<file path="src/rtl/mac_sequencer.sv">
// Sequencer for a neuron dot-product engine: streams pixel/weight reads, steers the MAC core
// and hands out one result per neuron. Define MAC_SEQ_RELU_EN to clamp negative results to zero.
`timescale 1ns/1ps

module mac_sequencer #(
    parameter int BITS    = 24,
    parameter int WIDTH   = 784,
    parameter int NEURONS = 10,
    parameter int MEM_LAT = 1
) (
    input  logic                               clk,
    input  logic                               reset,
    input  logic                               start,
    output logic                               busy,
    output logic                               rd_en,
    output logic [$clog2(WIDTH)-1:0]           pix_addr,
    output logic [$clog2(NEURONS*WIDTH)-1:0]   w_addr,
    output logic                               mac_clr,
    output logic                               mac_en,
    input  logic [BITS-1:0]                    mac_acc,
    output logic                               res_valid,
    input  logic                               res_ready,
    output logic [BITS-1:0]                    res_data,
    output logic [$clog2(NEURONS)-1:0]         res_idx,
    output logic                               done
);

    localparam int PW = $clog2(WIDTH);
    localparam int NW = $clog2(NEURONS*WIDTH);
    localparam int IW = $clog2(NEURONS);
    localparam int DW = $clog2(MEM_LAT+1);

    localparam logic [2:0] IDLE   = 3'd0;
    localparam logic [2:0] CLEAR  = 3'd1;
    localparam logic [2:0] STREAM = 3'd2;
    localparam logic [2:0] DRAIN  = 3'd3;
    localparam logic [2:0] OUTPUT = 3'd4;
    localparam logic [2:0] DONE   = 3'd5;

    logic [2:0]         state;
    logic [IW-1:0]      neuron;
    logic [DW-1:0]      drain_cnt;
    logic [MEM_LAT-1:0] rd_dly;
    logic [BITS-1:0]    captured;

`ifdef MAC_SEQ_RELU_EN
    assign captured = mac_acc[BITS-1] ? '0 : mac_acc;
`else
    assign captured = mac_acc;
`endif

    // NOTE: all state uses non-blocking assignments so every register samples pre-edge values.
    always_ff @(posedge clk) begin
        if (reset) begin
            state     <= IDLE;
            neuron    <= '0;
            pix_addr  <= '0;
            drain_cnt <= '0;
            res_data  <= '0;
            res_idx   <= '0;
        end else begin
            case (state)
                IDLE: if (start) begin
                    neuron <= '0;
                    state  <= CLEAR;
                end
                CLEAR: begin
                    pix_addr <= '0;
                    state    <= STREAM;
                end
                STREAM: begin
                    // Address saturates on the last pixel rather than wrapping.
                    if (pix_addr == PW'(WIDTH-1)) begin
                        drain_cnt <= '0;
                        state     <= DRAIN;
                    end else begin
                        pix_addr <= pix_addr + 1'b1;
                    end
                end
                DRAIN: begin
                    if (drain_cnt == DW'(MEM_LAT)) begin
                        res_data <= captured;
                        res_idx  <= neuron;
                        state    <= OUTPUT;
                    end else begin
                        drain_cnt <= drain_cnt + 1'b1;
                    end
                end
                OUTPUT: if (res_ready) begin
                    if (neuron == IW'(NEURONS-1)) begin
                        state <= DONE;
                    end else begin
                        neuron <= neuron + 1'b1;
                        state  <= CLEAR;
                    end
                end
                DONE:    state <= IDLE;
                default: state <= IDLE;
            endcase
        end
    end

    // NOTE: the read-to-accumulate delay line is reset (and cleared per neuron) so no stale strobe leaks into a fresh sum.
    always_ff @(posedge clk) begin
        if (reset || state == CLEAR) begin
            rd_dly <= '0;
        end else begin
            rd_dly[0] <= rd_en;
            for (int i = 1; i < MEM_LAT; i++) rd_dly[i] <= rd_dly[i-1];
        end
    end

    assign busy      = (state != IDLE);
    assign rd_en     = (state == STREAM);
    assign mac_clr   = (state == CLEAR);
    assign mac_en    = rd_dly[MEM_LAT-1];
    assign res_valid = (state == OUTPUT);
    assign done      = (state == DONE);
    assign w_addr    = NW'(neuron) * NW'(WIDTH) + NW'(pix_addr);

endmodule

</file>
<file path="config.mk">
export PLATFORM = sky130hd
export DESIGN_NAME = mac_sequencer
export DESIGN_NICKNAME = d
export VERILOG_FILES = /design/src/rtl/mac_sequencer.sv
export SDC_FILE = /design/constraint.sdc
export NUM_CORES = 1
export LEC_CHECK = 0
export BUFFER_PORTS_ARGS = -buffer_cell sky130_fd_sc_hd__buf_2
export CELL_PAD_IN_SITES_DETAIL_PLACEMENT = 1
export CELL_PAD_IN_SITES_GLOBAL_PLACEMENT = 1
export CORE_UTILIZATION = 32
export CTS_CLUSTER_SIZE = 30
export DETAILED_ROUTE_END_ITERATION = 8
export GPL_ROUTABILITY_DRIVEN = 0
export PLACE_DENSITY = 0.84
export SETUP_SLACK_MARGIN = 0.2
export SLEW_MARGIN = 20
export SYNTH_ARGS = -nofsm -noshare
export SYNTH_HDL_FRONTEND = slang
export SYNTH_SLANG_ARGS = --single-unit
</file>
<file path="constraint.sdc">
create_clock -name clk -period 2.18 [get_ports clk]
set_input_delay 0.436 -clock clk [delete_from_list [all_inputs] [get_ports clk]]
set_output_delay 0.436 -clock clk [all_outputs]
set_load 0.02 [all_outputs]
</file>
[Word level (Yosys, flattened, before mapping)]
Cells that the tools add are included.
W data, S select, Z words.
Operators by class
  muxes and demuxes: 15
  equal/unequal tests: 13
  divide/modulo/power cells: 0
  magnitude comparators: 0
  shift-type cells: 0
  $add $sub $neg: 4
  multiply operators: 1
  bitwise gates (word level): 0
  reduce and logical (&&, ||, !) cells: 11
Operator list (count)
  $pmux W10 S2: 1
  $mux W3: 5
  $pmux W3 S5: 1
  $add A13 B10 Y13: 1
  $mux W4: 3
  $add A10 B1 Y10 const B: 1
  $eq A10 B10 Y1 const B: 1
  $mux W10: 1
  $mul A4 B6 Y9 const B: 1
  $ne A2 B2 Y1 const B: 4
  $pmux W4 S2: 1
  $reduce_and A4 Y1: 2
  $eq A3 B2 Y1 const B: 2
  $eq A3 B3 Y1 const B: 2
  $reduce_and A2 Y1: 3
  $reduce_bool A2 Y1: 3
  $add A4 B1 Y4 const B: 1
  $eq A4 B4 Y1 const B: 1
  $ne A2 B1 Y1 const B: 2
  $eq A3 B1 Y1 const B: 1
  $logic_not A3 Y1: 1
  $reduce_bool A3 Y1: 1
  $mux W1: 2
  $pmux W1 S2: 1
  other kinds (2): 2
Storage, ports and cells
  bits in registers: 47
  input bits: 28
  output and inout port bits: 57
  memory bits (writable): 0
  bits in read-only memories: 0
  memories kept: 0
  latch bits: 0
  logic and storage cells: 51

[Longest topological paths before layout]
Gate-level depths: netlist of run 1.
  depth after elaboration: 4
  depth in mapped cells: 9
  mapped depth without buffers: 9

[Worst setup path before layout of run 1]
Ideal clock, no wire load.
  kind: flip-flop to output port
  start point: register neuron[2]
  end point: output port w_addr[11]
  data required time: 1.744 ns
  stages on the path, launching flop included: 10
  data arrival time: 2.069 ns
  setup slack: -0.325 ns
  path buffers: 0
  cell sequence: dfxtp_1 -> inv_1 -> ha_1 -> inv_1 -> ha_1 -> ha_1 -> nor3b_1 -> a21oi_1 -> o211ai_1 -> or3_1
Between the ends
  word-level cells in the longest chain between the ends: 2
RTL lines
  start: declaration: line 41  | logic [IW-1:0] neuron;
  start signal: assignment: line 93  | neuron <= neuron + 1'b1;
  $mul A4 B6 Y9: line 119  | assign w_addr = NW'(neuron) * NW'(WIDTH) + NW'(pix_addr);
  $add A13 B10 Y13: line 119
  end: declaration: line 17  | output logic [$clog2(NEURONS*WIDTH)-1:0] w_addr,
No other way between the ends.

[Worst setup path in the final report of run 1]
Ends and elaborated chain as after synthesis.

==> summary.txt, run 1 <==
Logic synthesis
  – Most used flip-flop cell after synthesis: dfxtp_1
  – Sequential share of the synthesized area: 39.4%
  – Mean post-synth cell area: 8.12 um2
  – Area leader, netlist: dfxtp_1
  – Syn nets: 337
  – Count leader, synth: nand2_1
  – Synthesized cell area: 2390 um2
  – Synth top area cells: dfxtp_1 39%, nand2_1 11%, a21oi_1 8.4%
  – Top cell type's share of synthesized area: 39.4%
  – EDFF count, synth: 0
  – Post-synth ARST share: 0%
  – Syn Inst Count: 294
  – Commonest cells in the netlist: 68 x nand2_1, 47 x dfxtp_1, 40 x a21oi_1, 15 x inv_1, 14 x ha_1
  – Yosys reg bits: 47
  – Distinct cells, synth: 48
  – Synth warn: 0

Timing
  – Final worst slack: -0.583 ns
  – RSZ-0062 raised after global routing: true
  – Worst Tran Pin Value: 0.515 ns
  – Final hold slack: 0.363 ns
  – Final worst path period need: 2.76 ns
  – Slew HR: 65.6%
  – FMAX: 362 MHz
  – Final setup violation count: 7
  – Final hold vios: 0
  – Final period utilization: 127%
  – Clk_skew: 0.0167 ns
  – Slew Viols, Final: 0

GRT
  – Pin count of the biggest net entering global routing: 37
  – Total track usage: 21.3%
  – First-pass GRT wire length: 12.7 mm
  – Initial antenna violation count: 0
  – Grt ovf: 0
  – Vias in the first global route: 2599

Clocking
  – Clock sinks: 47
  – Htree depth: 2
  – CTS buffer count: 5
  – CTS Hold Bufs: 0
  – CTS clock-pin slew for the worst setup and hold paths: 0.10 ns
  – CTS max path bufs: 2
  – Clk_lat worst skew: 0.31 ns
  – Clock root cell: clkbuf_8
  – CTS tree: yes

Pwr
  – Pleak: 1.55 nW
  – P per Cell Area: 645 nW/um2
  – Maximum VDD drop: 0.000384 V

Critical path
  – Slowest cell on crit path: a2111oi_1
  – Worst setup path class: flop to output port
  – Crit-path most repeated cell: ha_4
  – Reg2Reg Setup Slack: 0.32 ns
  – Critical path endpoint category: output port
  – Crit path DAT: 2.33 ns
  – Crit-path max cell delay: 0.45 ns
  – Crit start category: flop
  – Crit path cell chain: inv_2 > ha_4 > inv_2 > ha_4 > ha_4 > inv_1 > a2111oi_1 > or3_4 > buf_6
  – CP Data Required Time: 1.74 ns
  – Worst path bufs/invs: 4
  – Worst Path Max Fanout: 4
  – CP top delay family: adder cells

Layout
  – Fillers: 895
  – Ant. Diodes: 0
  – Post-route cell area: 3540 um2
  – Ratio of cells with drive above 1 in the final layout: 45.6%
  – Syn-to-layout area delta: 48.3%
  – # nets final: 448

Die
  – FP Rows: 31
  – Die width: 88.4 um
  – Initial Utilization: 33.1%
  – Total die area: 7810 um2
  – Die H: 88.4 um
  – I/O pins: 85
  – Core footprint: 7210 um2

Drt
  – Vias after detailed routing: 2568
  – Post-Route WL: 8.26 mm
  – DR iter-0 viols: 86
  – Avg WL per Cell: 16.4 um
  – Post-DR vias/cell: 5.09
  – DRC Markers: 0
  – First-pass DRT Iterations: 4
  – Post-DRT Antenna Nets: 0

Placement
  – Hpwl dp: 5.28 mm
  – Dpl cell area: 3100 um2
  – Port Buffers: 84

Worst hold path
  – Min-Delay Path Class: input pin to flop

Outcome
  – Status: finished with violations
  – Violated checks: negative setup slack

Job
  – Max-cap check violation count: 0
==> layer usage <==
layer	GRT usage, %	part of all wire [%]
met5	0	0
met4	8.06	2.6
met3	3.92	6.3
met2	40.6	51
met1	23.3	40
==> layout by cell type (no fill, tap or decap), drive strengths merged, types with 7 or more instances in the layout <==
cell type / netlist / final
a21oi: 40 / 40
buf: 11 / 121
dfxtp: 47 / 47
ha: 14 / 14
inv: 15 / 16
nand2: 68 / 68
nor2: 11 / 11
o21ai: 9 / 9
xnor2: 7 / 7
==> repair_timing <==
| item | in CTS | in global routing |
|---|---|---|
| gates cloned | 0 | 0 |
| pin swaps | 23 | 11 |
| endpoints found under the setup margin | 10 | 14 |
| setup buffers | 7 | 2 |
| gates resized for setup | 54 | 14 |
==> power breakdown <==
group / internal (mW) / switching [mW]
registers: 0.907 / 0.0763
logic: 0.281 / 0.448
clock network: 0.260 / 0.311
==> cells by family (layout without fill, tap and decap cells) <==
family                     count (synthesis)  in the layout  synth area share (%)
adders and majority gates                 15             15                  8.18
and+or+nand+nor                          114            114                  22.2
buffers and inverters                     32            144                  6.08
xor gates and xnor gates                  10             10                  3.67
muxes                                      2              2                 0.891
DFF                                       47             47                  39.4
AOI/OAI and AO/OA                         74             74                  19.6
==> layout make-up <==
class	count	area (um2)	area share (%)
inverters	15	61.3	1.73
multi-input cells	215	1530	43.3
repair buffers	121	771	21.8
clock inverters	2	13.8	0.389
well taps	99	124	3.50
flip-flops and latches	47	956	27.0
clock buffers	6	82.6	2.33
==> metrics by stage <==
stage | worst slack [ns] | power, mW | cells | utilization (%) | setup TNS, ns
finish | -0.583 | 2.28 | 505 | 49.1 | -2.44
global route | -0.649 | 2.40 | 505 | 49.1 | -2.91
CTS | -0.558 | 2.24 | 503 | 48.3 | -1.97
detailed placement | -0.314 | 1.62 | 488 | 43.0 | -0.619
global placement | -0.234 | 1.60 | 488 | 43.0 | -0.482
floorplan | -0.121 | 1.40 | 294 | - | -0.121
==> sequential cells by signal (all words and copies together), names as in the netlist <==
signal	cells
mac_en	1
res_idx	4
neuron	4
pix_addr	10
drain_cnt	1
res_data	24
state	3
==> final timing paths <==
check,cells after the start,to,startpoint
hold reg to reg,2,res_data[11],res_data[11]
hold / removal,3,res_data[1],mac_acc[1]
setup reg to reg,5,pix_addr[4],pix_addr[0]
setup / recovery,9,w_addr[11],neuron[2]
==> tightest hold or removal path, cell delays in order <==
cell	delay, ns
buf_2	0.09
nand2_1	0.04
a21oi_1	0.05
No activity file was read; power rests on OpenSTA's default activity.
==> run 2, diff against run 1 <==
Settings changed: CTS_BUF_LIST from default to sky130_fd_sc_hd__clkbuf_16.
==> run 2 against run 1 <==
Compared with the run above: the flow still finishes with violations (negative setup slack); global-route usage is 1.2 points lower; worst hold slack better by 0.019 ns; register-to-register slack hardly changed; critical path type unchanged; highest routed layer unchanged; clock skew is 0.0048 ns lower.
==> summary.txt, run 2 (synthesized netlist as in run 1, its figures left out) <==
Outcome
  – Status: finished with violations (unchanged)
  – Violated checks: negative setup slack (unchanged)

Die
  – Total die area: 7810 um2 (unchanged)
  – Core footprint: 7210 um2 (unchanged)
  – Die H: 88.4 um (unchanged)
  – I/O pins: 85 (unchanged)
  – Initial Utilization: 33.1% (unchanged)
  – FP Rows: 31 (unchanged)
  – Die width: 88.4 um (unchanged)

Timing
  – Slew Viols, Final: 0 (unchanged)
  – Final hold slack: 0.381 ns (was 0.363 ns)
  – Slew HR: 66.4% (was 65.6%)
  – Final worst path period need: 2.70 ns (was 2.76 ns)
  – Final worst slack: -0.520 ns (was -0.583 ns)
  – Setup TNS: -1.75 ns (was -2.44 ns)
  – FMAX: 370 MHz (was 362 MHz)
  – Final setup violation count: 7 (unchanged)
  – RSZ-0062 raised after global routing: true (unchanged)
  – Final period utilization: 124% (was 127%)
  – Worst Tran Pin Value: 0.504 ns (was 0.515 ns)
  – Clk_skew: 0.0120 ns (was 0.0167 ns)
  – Final hold vios: 0 (unchanged)

Clocking
  – CTS max path bufs: 2 (unchanged)
  – Clock sinks: 47 (unchanged)
  – CTS clock-pin slew for the worst setup and hold paths: 0.07 ns (was 0.10 ns)
  – Htree depth: 2 (unchanged)
  – Clock root cell: clkbuf_16 (was clkbuf_8)
  – Clk_lat worst skew: 0.29 ns (was 0.31 ns)
  – CTS buffer count: 5 (unchanged)
  – CTS tree: yes (unchanged)

Worst hold path
  – Min-Delay Path Class: input pin to flop (unchanged)
  – Hold Path Depth: 3 (unchanged)
  – Worst hold path startpoint: mac_acc[1] (unchanged)
  – Hold Crit Endpoint: res_data[1] (unchanged)

Pwr
  – Flop pwr share: 39.9% (was 43.1%)
  – Pleak: 1.56 nW (was 1.55 nW)
  – Net Switching: 0.853 mW (was 0.835 mW)
  – P per Cell Area: 684 nW/um2 (was 645 nW/um2)
  – Maximum VDD drop: 0.000450 V (was 0.000384 V)
  – Clock network fraction of total power: 30.9% (was 25.0%)
  – Internal: 1.61 mW (was 1.45 mW)
  – Switch share: 34.7% (was 36.6%)
  – Comb pwr share: 29.2% (was 31.9%)

Layout
  – Most frequent cells in the layout: 76 x buf_2, 68 x nand2_1, 40 x dfxtp_1 (was 76 x buf_2, 68 x nand2_1, 39 x dfxtp_1)
  – Ratio of cells with drive above 1 in the final layout: 44.9% (was 45.6%)
  – Ant. Diodes: 0 (unchanged)
  – Largest register FFs: 24 (unchanged)
  – Post-layout util: 49.9% (was 49.1%)
  – Largest reg by FF count: res_data (unchanged)
  – Syn-to-layout area delta: 50.7% (was 48.3%)
  – Leading cell type in the layout, fill and taps excluded: buf_2 (unchanged)
  – # nets final: 447 (was 448)
  – Largest regs: res_data: 24 flops, pix_addr: 10 flops (unchanged)

Job
  – Max-cap check violation count: 0 (unchanged)

Drt
  – DR iter-0 viols: 66 (was 86)
  – First-pass DRT Iterations: 4 (unchanged)
  – Vias after detailed routing: 2562 (was 2568)
  – Post-DR vias/cell: 5.08 (was 5.09)
  – DRC Markers: 0 (unchanged)
  – Post-DRT Antenna Nets: 0 (unchanged)
  – Avg WL per Cell: 15.9 um (was 16.4 um)
  – Post-Route WL: 8.01 mm (was 8.26 mm)

GRT
  – Pin count of the biggest net entering global routing: 37 (unchanged)
  – Total track usage: 20.1% (was 21.3%)
  – Initial antenna violation count: 0 (unchanged)
  – Grt ovf: 0 (unchanged)
  – Vias in the first global route: 2546 (was 2599)
  – First-pass GRT wire length: 12.2 mm (was 12.7 mm)

Critical path
  – Reg2Reg Depth: 4 (was 5)
  – Crit start category: flop (unchanged)
  – CP Launch Point: neuron[2] (unchanged)
  – Reg2Reg Setup Slack: 0.31 ns (was 0.32 ns)
  – CP Data Required Time: 1.74 ns (about the same)
  – RR Startpoint: state[2] (was pix_addr[0])
  – Crit path DAT: 2.26 ns (was 2.33 ns)
  – Critical path endpoint category: output port (unchanged)
  – Worst setup path class: flop to output port (unchanged)
  – Worst Path Max Fanout: 4 (unchanged)
  – R2r endpoint: neuron[3] (was pix_addr[4])

Placement
  – Hpwl dp: 5.28 mm (unchanged)
  – Worst slack, placed: -0.314 ns (unchanged)
  – Port Buffers: 84 (unchanged)
==> run 2: cell types whose count changed in the layout (fill, tap and decap cells not counted), moves of 2 or more <==
cell and delta:
clkbuf_8 -6, clkbuf_16 +5, buf_6 -3, buf_4 +2, inv_4 -2
==> run 2: worst max-delay path by stage <==
stage | end | slack, ns | depth (start not counted)
after floorplan | w_addr[11] | -0.12 | 9
after global placement | w_addr[11] | -0.23 | 10
after detailed placement | w_addr[11] | -0.31 | 9
after CTS | w_addr[11] | -0.53 | 10
after global routing | w_addr[11] | -0.59 | 10
final | w_addr[11] | -0.52 | 10
==> run 2: final cells by class <==
cell class | instances | area, um2
fillers | 891 | 3620
multi-input cells | 215 | 1570
flip-flops and latches | 47 | 955
repair buffers | 120 | 752
clock buffers | 5 | 125
well taps | 99 | 124
inverters | 15 | 56.3
clock inverters | 3 | 17.5
==> run 2: routing by layer <==
metal,GRT usage [%],vias up,share of wire (%)
li1,-,1234,-
met1,23.6,1197,42
met2,36.7,112,49
met3,4.29,19,7.1
met4,5.72,0,2.2
met5,0,-,0
==> run 2: critical path, stage by stage, from the launching register on <==
cell and delay (ns):
dfxtp_2 0.34, inv_2 0.04, ha_4 0.25, inv_2 0.04, ha_4 0.26, ha_4 0.20
nor3b_4 0.15, a21oi_2 0.10, o211ai_1 0.09, or3_4 0.37, buf_6 0.14
==> run 2: repair_timing <==
| item | 4_1_cts | 5_1_grt |
|---|---|---|
| setup buffers | 8 | 0 |
| resized for setup | 53 | 12 |
| endpoints found under the hold margin | 0 | 0 |
| endpoints found under the setup margin | 10 | 13 |
| cloned | 0 | 0 |
| pin swaps | 25 | 13 |
| hold buffers | 0 | 0 |
==> run 2: metrics by stage <==
step | power (mW) | area, um2 | cells
after detailed placement | 1.62 | 3100 | 488
after floorplan | 1.40 | 2440 | 294
after global placement | 1.60 | 3100 | 488
final | 2.46 | 3600 | 504
after CTS | 2.44 | 3530 | 504
after global routing | 2.57 | 3600 | 504
==> run 2: power by group through the flow <==
stage | combinational [mW] | sequential, mW | clock, mW
final | 0.719 | 0.981 | 0.761
after detailed placement | 0.636 | 0.983 | 0
after global placement | 0.616 | 0.980 | 0
after CTS | 0.691 | 0.969 | 0.781
after floorplan | 0.418 | 0.978 | 0
after global routing | 0.766 | 0.987 | 0.816
